==> config.mk <==
export PLATFORM = sky130hd
export DESIGN_NAME = score_display
export DESIGN_NICKNAME = d
export VERILOG_FILES = /design/src/rtl/tetris_pkg.sv /design/src/rtl/bcd_to_seg7.sv /design/src/rtl/score_display.sv
export SDC_FILE = /design/constraint.sdc
export NUM_CORES = 1
export LEC_CHECK = 0
export ABC_AREA = 1
export BUFFER_PORTS_ARGS = -buffer_cell sky130_fd_sc_hd__buf_2
export CAP_MARGIN = 20
export CORE_ASPECT_RATIO = 1.4
export CORE_UTILIZATION = 45
export CTS_CLUSTER_DIAMETER = 200
export DETAILED_ROUTE_END_ITERATION = 12
export PLACE_DENSITY = 0.64
export SLEW_MARGIN = 0
export SYNTH_ARGS = -nofsm -noshare
export SYNTH_HDL_FRONTEND = slang
export SYNTH_SLANG_ARGS = --single-unit
==> constraint.sdc <==
create_clock -name clk -period 7.15 [get_ports clk]
set_input_delay 1.43 -clock clk [delete_from_list [all_inputs] [get_ports clk]]
set_output_delay 1.43 -clock clk [all_outputs]
set_load 0.01 [all_outputs]
==> src/rtl/tetris_pkg.sv <==
// Shared constants and types for the game's scoring and display blocks.
package tetris_pkg;

  localparam logic [7:0] SCORE_MAX_BCD = 8'h99;
  localparam logic [4:0] PENDING_MAX   = 5'd31;

  typedef enum logic {
    IDLE = 1'b0,
    ADD  = 1'b1
  } score_state_t;

  // Points awarded for a clear, indexed by the number of full rows (0..8).
  localparam logic [3:0] LINE_POINTS [0:8] = '{
    4'd0, 4'd1, 4'd3, 4'd5, 4'd8, 4'd8, 4'd8, 4'd8, 4'd8
  };

  // Segment patterns, a..g on [6:0], active-high.
  localparam logic [6:0] SEG_DIGIT [0:9] = '{
    7'b1111110, 7'b0110000, 7'b1101101, 7'b1111001, 7'b0110011,
    7'b1011011, 7'b1011111, 7'b1110000, 7'b1111111, 7'b1111011
  };

endpackage

==> src/rtl/bcd_to_seg7.sv <==
// Single-digit BCD to 7-segment decoder; non-BCD codes blank the digit.
module bcd_to_seg7
  import tetris_pkg::*;
(
  input  logic [3:0] bcd,
  output logic [6:0] seg
);

  // NOTE: every always_comb output gets a default first so no path can infer a latch.
  always_comb begin
    seg = 7'b0000000;
    if (bcd <= 4'd9) seg = SEG_DIGIT[bcd];
  end

endmodule

==> src/rtl/score_display.sv <==
// Converts line-clear events into points, steps a saturating BCD score one
// unit per cycle, and scans it onto a two-digit multiplexed 7-segment display.
module score_display
  import tetris_pkg::*;
#(
  parameter int SCAN_DIV = 25000
) (
  input  logic       clk,
  input  logic       reset,
  input  logic [7:0] remove_line,
  output logic [7:0] score_bcd,
  output logic       busy,
  output logic [6:0] seg,
  output logic       seg_COM
);

  localparam int SCAN_W = $clog2(SCAN_DIV);

  score_state_t      state, state_next;
  logic              prev_any;
  logic [4:0]        pending, pending_next;
  logic [SCAN_W-1:0] scan_cnt;

  logic              any_line, line_event;
  logic [3:0]        line_cnt, points;
  logic [5:0]        pending_sum;
  logic [7:0]        score_inc;
  logic [3:0]        digit;

  assign any_line   = |remove_line;
  assign line_event = any_line & ~prev_any;

  always_comb begin
    line_cnt = 4'd0;
    for (int i = 0; i < 8; i++) line_cnt = line_cnt + 4'(remove_line[i]);
  end

  assign points = line_event ? LINE_POINTS[line_cnt] : 4'd0;

  // Drain one point per cycle while new points from this edge merge in.
  always_comb begin
    pending_sum  = {1'b0, pending} - 6'(pending != 5'd0) + 6'(points);
    pending_next = (pending_sum > 6'(PENDING_MAX)) ? PENDING_MAX : pending_sum[4:0];
    state_next   = (pending_next != 5'd0) ? ADD : IDLE;
  end

  assign score_inc = (score_bcd[3:0] == 4'd9) ? {score_bcd[7:4] + 4'd1, 4'd0}
                                               : {score_bcd[7:4], score_bcd[3:0] + 4'd1};

  // NOTE: sequential state uses non-blocking assignments so every register samples pre-edge values.
  always_ff @(posedge clk) begin
    if (reset) begin
      state     <= IDLE;
      prev_any  <= 1'b0;
      pending   <= 5'd0;
      score_bcd <= 8'h00;
    end else begin
      state    <= state_next;
      prev_any <= any_line;
      pending  <= pending_next;
      if (state == ADD && score_bcd != SCORE_MAX_BCD) score_bcd <= score_inc;
    end
  end

  always_ff @(posedge clk) begin
    if (reset) begin
      scan_cnt <= '0;
      seg_COM  <= 1'b0;
    end else if (scan_cnt == SCAN_W'(SCAN_DIV - 1)) begin
      scan_cnt <= '0;
      seg_COM  <= ~seg_COM;
    end else begin
      scan_cnt <= scan_cnt + 1'b1;
    end
  end

  assign busy  = (state == ADD);
  assign digit = seg_COM ? score_bcd[7:4] : score_bcd[3:0];

  bcd_to_seg7 u_seg7 (
    .bcd (digit),
    .seg (seg)
  );

endmodule
# Yosys cells after proc, flatten, opt, wreduce, memory -nomap -nowiden
# Memories as Yosys holds them, arrays and structs flattened.
# Index checks and enable logic that the tools add are counted.
# W data, S select, Z words.
[word_totals]
ff_bits = 31
mem_bits_ro = 176
inputBits = 10
out_inout_bits = 17
elab_cells = 49
mem_count = 2
[classes]
n_addsub = 12
magnitude_cmp = 4
eq_ne = 3
muxes = 10
n_bitwise = 5
reduce_logical = 6
[mem_list]
columns = ["name", "words", "word_bits", "read_ports", "rd_clocked_by_memory_dff", "write_ports", "line", "text"]
rows = [
  ["(name not given)", 16, 7, 1, 0, 0, "bcd_to_seg7.sv:12", "if (bcd <= 4'd9) seg = SEG_DIGIT[bcd];"],
  ["(name not given)", 16, 4, 1, 0, 0, "score_display.sv:38", "assign points = line_event ? LINE_POINTS[line_cnt] : 4'd0;"],
]
[op_table]
columns = ["operator", "count"]
rows = [
  ["$mux W7", 3],
  ["$mux W4", 5],
  ["$add A4 B1 Y4", 4],
  ["$add A15 B1 Y15 const B", 1],
  ["$eq A15 B15 Y1 const B", 1],
  ["$ge A5 B5 Y1 const B", 2],
  ["$not A4 Y5", 2],
  ["$reduce_bool A5 Y1", 2],
  ["$add A4 B1 Y4 const B", 2],
  ["$ne A8 B8 Y1 const B", 1],
  ["$reduce_or A8 Y1", 1],
  ["$add A6 B4 Y6", 1],
  ["$gt A6 B5 Y1 const B", 1],
  ["$sub A5 B1 Y6", 1],
  ["$mux W5", 1],
  ["$add A3 B1 Y4", 1],
  ["$eq A4 B4 Y1 const B", 1],
  ["$le A4 B4 Y1 const B", 1],
  ["$add A2 B1 Y3", 1],
  ["$add A1 B1 Y2", 1],
  ["$not A1 Y1", 2],
  ["$reduce_and A2 Y1", 1],
  ["$reduce_or A2 Y1", 1],
  ["$and A1 B1 Y1", 1],
  ["other kinds (2)", 2],
]

# Longest topological paths before layout
# Gate-level depths: netlist of run 1.
[depth]
word_depth = 17
depth_mapped = 24
ltp_nobuf = 24

# Hierarchy
# A second synthesis of run 1 with hierarchy kept.
[hier_totals]
hier_cells = 327
hier_area_um2 = 2218.4
[by_module_without_submodules]
columns = ["module", "instances", "cells_each", "area_each_um2", "seq_area_each_um2"]
rows = [
  ["score_display", 1, 282, 1991.9, 620.6],
  ["bcd_to_seg7", 1, 45, 226.5, 0.0],
]

# Worst setup path after synthesis of run 1
# OpenSTA, ideal clock, no wires.
[synth_timing]
kind = "in2reg"
startpoint = "in remove_line[0]"
endpoint = "reg state (netlist: busy)"
setup_time_ns = 0.121
t_arrival_ns = 5.238
t_required_ns = 7.029
slack_ns = 1.791
cell_stages = 20
n_path_buf = 0
path_cell_list = "fa_1 inv_1 fa_1 fa_1 inv_1 ha_1 fa_1 xnor2_1 nand3_1 inv_1 nand3_1 ha_1 inv_1 ha_1 fa_1 nand3_1 a21o_1 nand3_1 nand2_1 nand3_1"
[synth_between]
elab_chain_len = 17
elab_cells_between_ends = 19
classes_between = "8 x add/sub; 1 x order compare; 5 x mux; 2 x bitwise; 2 x reduce/logical; 1 x memory"
[synth_lines]
columns = ["item", "line", "text"]
rows = [
  ["start, declared", "score_display.sv:10", "input logic [7:0] remove_line,"],
  ["$add A1 B1 Y2", "score_display.sv:35", "for (int i = 0; i < 8; i++) line_cnt = line_cnt + 4'(remove_line[i]);"],
  ["$add A2 B1 Y3", "score_display.sv:35", ""],
  ["$add A3 B1 Y4", "score_display.sv:35", ""],
  ["$add A4 B1 Y4 (4 in a row)", "score_display.sv:35", ""],
  ["$not A4 Y5 (not written as such)", "score_display.sv:38", ""],
  ["$mem_v2 Z16 W4", "n/a", ""],
  ["$mux W4 (not written as such) (2 in a row)", "score_display.sv:38", ""],
  ["$mux W4 *", "score_display.sv:38", ""],
  ["$add A6 B4 Y6 *", "score_display.sv:42", "pending_sum = {1'b0, pending} - 6'(pending != 5'd0) + 6'(points);"],
  ["$gt A6 B5 Y1", "score_display.sv:43", "pending_next = (pending_sum > 6'(PENDING_MAX)) ? PENDING_MAX : pending_sum[4:0];"],
  ["$mux W5 *", "score_display.sv:43", ""],
  ["$reduce_bool A5 Y1 *", "score_display.sv:44", "state_next = (pending_next != 5'd0) ? ADD : IDLE;"],
  ["$mux W1 *", "score_display.sv:44", ""],
  ["end signal, assigned", "score_display.sv:58", "state <= state_next;"],
  ["end, declared", "score_display.sv:19", "score_state_t state, state_next;"],
]
# Every way passes the cells marked *; elsewhere a longest branch is shown, timed or not. The select of a mux whose other input is x is not followed.
# A chain may end at the register's enable or synchronous reset.

# Worst setup path after layout of run 1
# Same ends and word-level chain as after synthesis.

==> flow_summary.json, run 1 <==
{
  "synth_top_cell_by_area": "dfxtp_1",
  "fp.dieH_microns": 85.5,
  "final_core_utilization": 0.526,
  "worstSetupStartpointType": "input pin",
  "switching_share": 0.420,
  "synth_cell_type_count": 35,
  "drt_iter0_drc": 76,
  "clock_skew_ps": 1.66,
  "hold_viol_final": 0,
  "peakVddDrop_uv": 218,
  "worst_skew_pair.late_latency_ps": 280,
  "synth_edf_count": 0,
  "syn_inst": 315,
  "areaGrowthSynthToFinish_pct": 12.7,
  "ys_seq_area_frac": 0.277,
  "core.rowCount": 30,
  "p_leak_nw": 1.24,
  "firstDrtPassIters": 4,
  "ios": 27,
  "cts_sinks": 31,
  "clock_power_share": 0.196,
  "grt_usage": 0.179,
  "cts_tree": "built",
  "root_buffer": "clkbuf_8",
  "dp.cells": 402,
  "power.total_mw": 0.782,
  "yosysTopAreaCellShare": 0.277,
  "finalCritPeriodShare": 0.753,
  "ant_nets": 0,
  "n_fill_cell": 526,
  "worst_slew_pin_slew_ps": 478,
  "routabilityCongestion": 0.853,
  "min_period_ps": 5380,
  "grt_start_max_net_pins": 14,
  "worst-path-max-fanout": 3,
  "status": "finished clean",
  "ys_seq_elements": 31,
  "ctsHoldBuffers": 0,
  "grt_antenna_before_repair": 0,
  "relSlewSlack": 0.678,
  "syn_area_sq_um": 2240,
  "num_vias": 1969,
  "drt-total-wl_microns": 4200,
  "totalNegativeSetupSlack_ps": 0,
  "synth-async-reset-ratio": 0,
  "p_comb_frac": 0.527,
  "fmax_mhz": 186,
  "cts-resized-gates": 0,
  "layout.cells.non_filler": 410,
  "power_density_nw_per_um2": 309,
  "grt-ovfl-total": 0,
  "grt_pass1_wl_microns": 7190,
  "core_sq_um": 4800,
  "min_path_type": "flip-flop to flip-flop",
  "path_class": "input pin to flip-flop",
  "route.detailed.drc": 0,
  "clk_pin_slew_ps": 60,
  "cts.path.max_buffers": 2,
  "setup_viol": 0,
  "hpwl_microns": 3340,
  "start_util": 0.467,
  "worst_slack_ps": 1770,
  "ys.flop_type": "dfxtp_1",
  "final_nets": 380,
  "syn_avg_cell_area_sq_um": 7.12,
  "die_area_sq_um": 5270,
  "cts_made_buffers": 5,
  "rsz0062_at_grt": "no",
  "die_x_microns": 61.7,
  "required_ps": 7320,
  "p_seq_frac": 0.277,
  "drv_cap": 0,
  "cp.arrival_ps": 5550,
  "yosys_warnings": 0,
  "wire_per_inst_microns": 10.2,
  "drive_gt1_frac": 0.185,
  "synthTopCellsByArea": "dfxtp_1 28%, inv_1 12%, ha_1 11%",
  "via_per_inst": 4.80,
  "cts_setup_buffers": 0,
  "port_buffers": 26,
  "grt_pass1_vias": 1809,
  "p_int_mw": 0.454,
  "switchingPower_mw": 0.328,
  "dp_slack_ps": 1460,
  "slew_viol_final": 0,
  "syn-num-nets": 350,
  "htreeDepth": 2,
  "cp-end-kind": "flip-flop",
  "antenna_cells": 0
}
registers in the layout (all words and copies together), names as in the netlist:
register / cells
busy: 1
seg_COM: 1
pending: 5
scan_cnt: 15
score_bcd: 8
prev_any: 1
placed cells by master (no fill, tap or decap), drive strengths merged, types with 2 or more instances in the layout:
cell    count
dfxtp      31
inv        71
o31ai       2
a21oi      15
xnor2       3
nand4       6
fa          5
nand2      63
clkbuf      7
buf        26
or2         3
o21ai      13
nor3        6
nand3      30
xor2        6
ha         20
nor2       32
stage by stage:
| stage | cell area, sq um | hold slack (ps) |
|---|---|---|
| 5_1_grt | 2530 | 515 |
| 3_3_place_gp | 2420 | 466 |
| 3_5_place_dp | 2420 | 471 |
| 2_1_floorplan | 2240 | 450 |
| 6_report | 2530 | 485 |
| 4_1_cts | 2530 | 488 |
per-layer routing:
metal,vias up,track usage,share of wire
met1,887,0.189,0.44
li1,1042,-,-
met3,8,0.0287,0.027
met4,0,0.0990,0.023
met2,32,0.322,0.51
met5,-,0,0
cell type report:
class                           count  area [sq um]  area share
Multi-Input combinational cell    210          1330       0.525
Sequential cell                    31           621       0.246
Inverter                           71           267       0.105
Timing Repair Buffer               26           130      0.0515
Clock buffer                        7          96.3      0.0381
Tap cell                           64          80.1      0.0317
Clock inverter                      1          7.51     0.00297
synthesized netlist by cell type, drive strengths merged (2+ instances only):
cell / n
o21ai: 13
nand2: 63
xnor2: 3
fa: 5
nand3: 30
inv: 71
ha: 20
nand4: 6
buf: 2
dfxtp: 31
or2: 3
xor2: 6
a21oi: 15
nor2: 32
nor3: 6
o31ai: 2
power by group through the flow:
stage | Sequential, mW | Clock (mW) | Combinational [mW]
floorplan | 0.216 | 0 | 0.328
global placement | 0.220 | 0 | 0.410
detailed placement | 0.219 | 0 | 0.416
CTS | 0.216 | 0.158 | 0.417
global route | 0.219 | 0.165 | 0.488
finish | 0.217 | 0.153 | 0.412
worst max-delay path, stage by stage:
cell     delay [ps]
buf_2           120
fa_1            530
inv_1            50
fa_1            450
fa_1            490
inv_1            40
ha_1            190
fa_1            380
xnor2_1         200
nand3_1         110
inv_1            80
nand3_1          80
ha_1            290
inv_1            40
ha_1            210
fa_1            410
nand3_1         110
a21o_1          140
nand3_1          70
nand2_1          60
nand3_1          80
path summary, 6_finish.rpt:
path / depth (start not counted) / from / to / slack [ps]
worst max register to register: 11 / pending[4]$_SDFF_PP0_ / busy$_SDFF_PP0_ / 5010
worst max-delay path: 21 / remove_line[0] / busy$_SDFF_PP0_ / 1770
worst min-delay path: 1 / scan_cnt[0]$_SDFF_PP0_ / scan_cnt[0]$_SDFF_PP0_ / 480
worst min register to register: 1 / scan_cnt[0]$_SDFF_PP0_ / scan_cnt[0]$_SDFF_PP0_ / 480
logic make-up (layout without fill, tap and decap cells):
| group | after synthesis | count (layout) | share of synthesized area |
|---|---|---|---|
| simple gates | 142 | 142 | 0.308 |
| fa+ha+maj | 25 | 25 | 0.156 |
| buf+inv | 74 | 105 | 0.132 |
| flops | 31 | 31 | 0.277 |
| xor+xnor | 9 | 9 | 0.0352 |
| compound gates | 34 | 34 | 0.0921 |
No activity file was read; power rests on OpenSTA's default activity.
==> run 2, diff against run 1 <==
Settings changed: ABC_AREA 1 to 0.
Clock period 7.15 ns to 5.45 ns, I/O delays scaled along.
==> flow_summary.json, run 2 <==
{
  "final_core_utilization": 0.561,
  "yosys_warnings": 0,
  "slew_viol_final": 0,
  "synth_most_common_cell": "nor2_1",
  "drt-total-wl_microns": 4100,
  "worst-path-max-fanout": 4,
  "ant_nets": 0,
  "die_area_sq_um": 5130,
  "required_ps": 5590,
  "areaGrowthSynthToFinish_pct": 18.7,
  "core_sq_um": 4610,
  "holdWs_ps": 444,
  "ios": 27,
  "yosys-top-cells-count": "39 x nor2_1, 31 x dfxtp_1, 27 x inv_1, 20 x ha_1, 15 x nand3_1",
  "crit_buf_inv": 5,
  "cp.arrival_ps": 5450,
  "syn_area_sq_um": 2180,
  "cts.path.max_buffers": 2,
  "clock_skew_ps": 10.5,
  "synth_edf_count": 0,
  "setup_viol": 0,
  "synth_top_cell_by_area": "dfxtp_1",
  "worst_slew_pin_slew_ps": 481,
  "top_register": "scan_cnt",
  "layout.cells.non_filler": 358,
  "min_path_type": "flip-flop to flip-flop",
  "grt_antenna_before_repair": 0,
  "largest_register_ffs": 15,
  "hold_viol_final": 0,
  "placed_cell_area_sq_um": 2390,
  "num_vias": 1828,
  "port_buffers": 26,
  "clk_pin_slew_ps": 60,
  "via_per_inst": 5.11,
  "top_regs": "scan_cnt (15), score_bcd (8), pending (5)",
  "routabilityCongestion": 0.758,
  "grt_pass1_vias": 1712,
  "grt_usage": 0.176,
  "ys_seq_area_frac": 0.285,
  "synth-async-reset-ratio": 0,
  "cp_cell_sequence": "buf_2, fa_1, inv_1, fa_1, fa_1, inv_1, ha_2, fa_2, o21a_1, nor3_2, buf_4, nand3b_1, ha_1, inv_1, ha_1, nand3_1, nand2_2, or3_4, a21oi_2, a41oi_2",
  "firstDrtPassIters": 4,
  "n_fill_cell": 435,
  "synthTopCellsByArea": "dfxtp_1 28%, ha_1 11%, nor2_1 6.7%",
  "ys.flop_type": "dfxtp_1",
  "p_comb_frac": 0.595,
  "cts_sinks": 31,
  "p_int_mw": 0.762,
  "drive_gt1_frac": 0.236,
  "switchingPower_mw": 0.514,
  "grt_pass1_wl_microns": 7020,
  "worstSetupStartpointType": "input pin",
  "hpwl_microns": 3100,
  "cts_made_buffers": 5,
  "final_nets": 330,
  "cts_tree": "built",
  "path_class": "input pin to flip-flop",
  "syn_inst": 261,
  "clock_power_share": 0.183,
  "die_x_microns": 60.8,
  "ys_seq_elements": 31,
  "drt_iter0_drc": 28,
  "root_buffer": "clkbuf_8",
  "drv_cap": 0,
  "power_density_nw_per_um2": 493,
  "critPathSlowestCell": "fa_1",
  "power.total_mw": 1.28,
  "yosysTopAreaCellShare": 0.285,
  "status": "finished clean",
  "final_cell_mix": "39 x nor2_1, 31 x dfxtp_1, 27 x inv_1, 26 x buf_2, 18 x ha_1",
  "htreeDepth": 2,
  "grt-ovfl-total": 0,
  "switching_share": 0.403,
  "design_area_sq_um": 2590,
  "relSlewSlack": 0.679,
  "ctsHoldBuffers": 0,
  "wire_per_inst_microns": 11.5,
  "rrSetupSlack_ps": 2910,
  "crit_family": "adder cells",
  "grt_start_max_net_pins": 20,
  "worst_skew_pair.late_latency_ps": 280,
  "p_seq_frac": 0.222,
  "final_common_cell": "nor2_1",
  "core.rowCount": 29,
  "fp.dieH_microns": 84.3,
  "crit_path_max_incr_delay_ps": 530,
  "dp.cells": 346,
  "p_leak_nw": 1.11,
  "peakVddDrop_uv": 173,
  "cp-end-kind": "flip-flop",
  "route.detailed.drc": 0,
  "finalCritPeriodShare": 0.974,
  "antenna_cells": 0,
  "min_period_ps": 5310,
  "start_util": 0.473,
  "syn-num-nets": 296,
  "syn_avg_cell_area_sq_um": 8.35,
  "synth_cell_type_count": 53,
  "fmax_mhz": 188
}
[run 2: timing repair]
action,4_1_cts,5_1_grt
endpoints found under the hold margin,0,0
resized for setup,1,12
buffers inserted,0,4
pin swaps,0,6
endpoints found under the setup margin,1,6
[run 2: area by class of cell]
| type | count | area (sq um) | area share |
|---|---|---|---|
| clock buffers | 6 | 82.6 | 0.0319 |
| clock inverters | 2 | 35.0 | 0.0135 |
| inverters | 28 | 105 | 0.0406 |
| multi-input cells | 193 | 1460 | 0.565 |
| flip-flops and latches | 31 | 621 | 0.240 |
| well taps | 62 | 77.6 | 0.0300 |
| repair buffers | 36 | 205 | 0.0793 |
[run 2: power groups by stage]
| stage | clock network [mW] | logic (mW) | registers (mW) |
|---|---|---|---|
| finish | 0.233 | 0.760 | 0.283 |
| detailed placement | 0 | 0.652 | 0.288 |
| CTS | 0.239 | 0.659 | 0.283 |
| global route | 0.252 | 0.848 | 0.288 |
| floorplan | 0 | 0.485 | 0.271 |
| global placement | 0 | 0.637 | 0.288 |
[run 2: stage by stage]
step / setup slack, ps / TNS [ps]
after CTS: 76.6 / 0
after global routing: -23.2 / -23.2
after floorplan: 35.0 / 0
after detailed placement: -292 / -1420
after global placement: -209 / -852
final: 143 / 0
[run 2: kinds of logic (layout without fill, tap and decap cells)]
group / after synthesis / count (layout) / share of synthesized area
simple gates: 107 / 107 / 0.269
xor+xnor: 21 / 21 / 0.0844
fa+ha+maj: 25 / 25 / 0.161
flops: 31 / 31 / 0.285
buf+inv: 37 / 72 / 0.0695
mux: 6 / 6 / 0.0304
compound gates: 34 / 34 / 0.102
[run 2: path summary, 6_finish.rpt]
kind                               start                endpoint  cells after the start
hold reg to reg   scan_cnt[0]$_SDFF_PP0_  scan_cnt[0]$_SDFF_PP0_                      1
setup / recovery          remove_line[0]         busy$_SDFF_PP0_                     20
hold / removal    scan_cnt[0]$_SDFF_PP0_  scan_cnt[0]$_SDFF_PP0_                      1
setup reg to reg   pending[4]$_SDFF_PP0_   pending[1]$_SDFF_PP0_                      9
[run 2: metal layers]
| metal | GRT usage | routed length [microns] | up-vias |
|---|---|---|---|
| li1 | - | - | 959 |
| met1 | 0.198 | 1870 | 837 |
| met2 | 0.311 | 2080 | 24 |
| met3 | 0.0339 | 69 | 8 |
| met4 | 0.0702 | 80 | 0 |
| met5 | 0 | 0 | - |
==> run 3, diff against run 2 <==
Settings changed: CORE_MARGIN set to 3.
==> flow_summary.json, run 3 (same netlist as run 2, synthesis figures left out) <==
{
  "status": "finished clean",
  "grt_usage": 0.158,
  "fp.dieH_microns": 88.3,
  "p_comb_frac": 0.591,
  "crit_family": "adder cells",
  "cts_made_buffers": 5,
  "worst_slew_pin_slew_ps": 475,
  "cts_tree": "built",
  "setup_viol": 0,
  "cp_cell_sequence": "buf_2, fa_1, inv_1, fa_1, fa_1, inv_1, ha_2, fa_2, o21a_1, nor3_2, o21ai_1, ha_1, inv_1, ha_2, fa_1, nor3_1, a21o_1, a2111oi_4",
  "die_x_microns": 64.8,
  "top_regs": "scan_cnt (15), score_bcd (8), pending (5)",
  "min_path_type": "flip-flop to flip-flop",
  "p_leak_nw": 1.11,
  "core.rowCount": 29,
  "clock_power_share": 0.185,
  "ios": 27,
  "power_density_nw_per_um2": 493,
  "finalCritPeriodShare": 0.969,
  "n_fill_cell": 450,
  "worstSetupStartpointType": "input pin",
  "worst_skew_pair.late_latency_ps": 290,
  "switchingPower_mw": 0.517,
  "design_area_sq_um": 2580,
  "fmax_mhz": 189,
  "top_register": "scan_cnt",
  "drt_iter0_drc": 42,
  "seq_area_sq_um": 621,
  "grt-ovfl-total": 0,
  "peakVddDrop_uv": 212,
  "cts_setup_buffers": 0,
  "final_common_cell": "nor2_1",
  "grt_antenna_before_repair": 0,
  "final_nets": 327,
  "port_buffers": 26,
  "cp-end-kind": "flip-flop",
  "cts_sinks": 31,
  "cts.path.max_buffers": 2,
  "crit_buf_inv": 4,
  "cp.arrival_ps": 5470,
  "final_cell_mix": "39 x nor2_1, 31 x dfxtp_1, 27 x inv_1, 26 x buf_2, 18 x ha_1",
  "critPathSlowestCell": "fa_1",
  "path_class": "input pin to flip-flop",
  "multi_input_area_sq_um": 1470,
  "die_area_sq_um": 5730,
  "ant_nets": 0,
  "firstDrtPassIters": 3,
  "slew_viol_final": 0,
  "ctsHoldBuffers": 0,
  "startpoint": "remove_line[0]",
  "holdWs_ps": 444,
  "route.detailed.drc": 0,
  "antenna_cells": 0,
  "grt_pass1_wl_microns": 7290,
  "r2r_start": "pending[4]$_SDFF_PP0_",
  "wire_per_inst_microns": 11.7,
  "drt-total-wl_microns": 4160,
  "routabilityCongestion": 0.778,
  "drv_cap": 0,
  "core_sq_um": 4610,
  "crit_path_max_incr_delay_ps": 580,
  "grt_pass1_vias": 1785,
  "cp_common_cell": "fa_1",
  "relSlewSlack": 0.683,
  "placed_cell_area_sq_um": 2390,
  "largest_register_ffs": 15,
  "switching_share": 0.407,
  "via_per_inst": 5.11,
  "min_period_ps": 5280,
  "htreeDepth": 2,
  "clk_pin_slew_ps": 70,
  "required_ps": 5640,
  "num_vias": 1814,
  "hp-start": "scan_cnt[0]$_SDFF_PP0_",
  "hpwl_microns": 3180,
  "hold_viol_final": 0,
  "start_util": 0.473,
  "root_buffer": "clkbuf_8",
  "drive_gt1_frac": 0.229,
  "p_seq_frac": 0.223,
  "worst-path-max-fanout": 4,
  "areaGrowthSynthToFinish_pct": 18.3,
  "p_int_mw": 0.754,
  "clock_skew_ps": 10.1,
  "grt_start_max_net_pins": 20
}
-- run 3: changes by cell type in the layout (fill, tap and decap cells not counted), sizes merged --
| cell | delta |
|---|---|
| buf | -3 |
-- run 3: worst paths after layout --
path / endpoint / slack (ps) / cells past startpoint
max: pending[1]$_SDFF_PP0_ / 170 / 18
min: scan_cnt[0]$_SDFF_PP0_ / 440 / 1
max reg2reg: pending[1]$_SDFF_PP0_ / 2830 / 9
min reg2reg: scan_cnt[0]$_SDFF_PP0_ / 440 / 1
-- run 3: layer usage --
layer | part of all wire | GRT usage
met5 | 0 | 0
met4 | 0.017 | 0.0750
met3 | 0.033 | 0.0254
met2 | 0.51 | 0.295
met1 | 0.44 | 0.173
-- run 3: worst reg2reg max path, delay by kind of cell, from the launching register on --
kind / cells / cell delay [ps]
flops: 1 / 440
compound gates: 2 / 510
fa+ha+maj: 3 / 1030
buf+inv: 1 / 40
simple gates: 3 / 510
-- run 3: metrics by stage --
step	util	setup WS (ps)	setup TNS, ps	power, mW	cells
after floorplan	-	35.0	0	0.756	261
after global placement	0.519	-210	-807	0.938	347
after detailed placement	0.519	-329	-1370	0.948	347
after CTS	0.546	47.9	0	1.19	355
after global routing	0.559	-28.4	-32.0	1.38	355
final	0.559	169	0	1.27	355
-- run 3: layout make-up --
type,count,share of cell area
clock buffer,6,0.0320
clock inverter,2,0.0136
inverter,28,0.0408
multi-input combinational,193,0.572
sequential,31,0.241
tap,62,0.0301
timing repair buffer,33,0.0709
-- run 3: repair_timing --
action / 4_1_cts / 5_1_grt
gates resized for setup: 1 / 13
endpoints found under the setup margin: 1 / 6
pin swaps: 0 / 4
-- run 3: power groups by stage --
stage	Clock, mW	Combinational [mW]	Sequential [mW]
floorplan	0	0.485	0.271
global placement	0	0.650	0.288
detailed placement	0	0.660	0.289
CTS	0.243	0.663	0.283
global route	0.252	0.842	0.288
finish	0.236	0.751	0.284
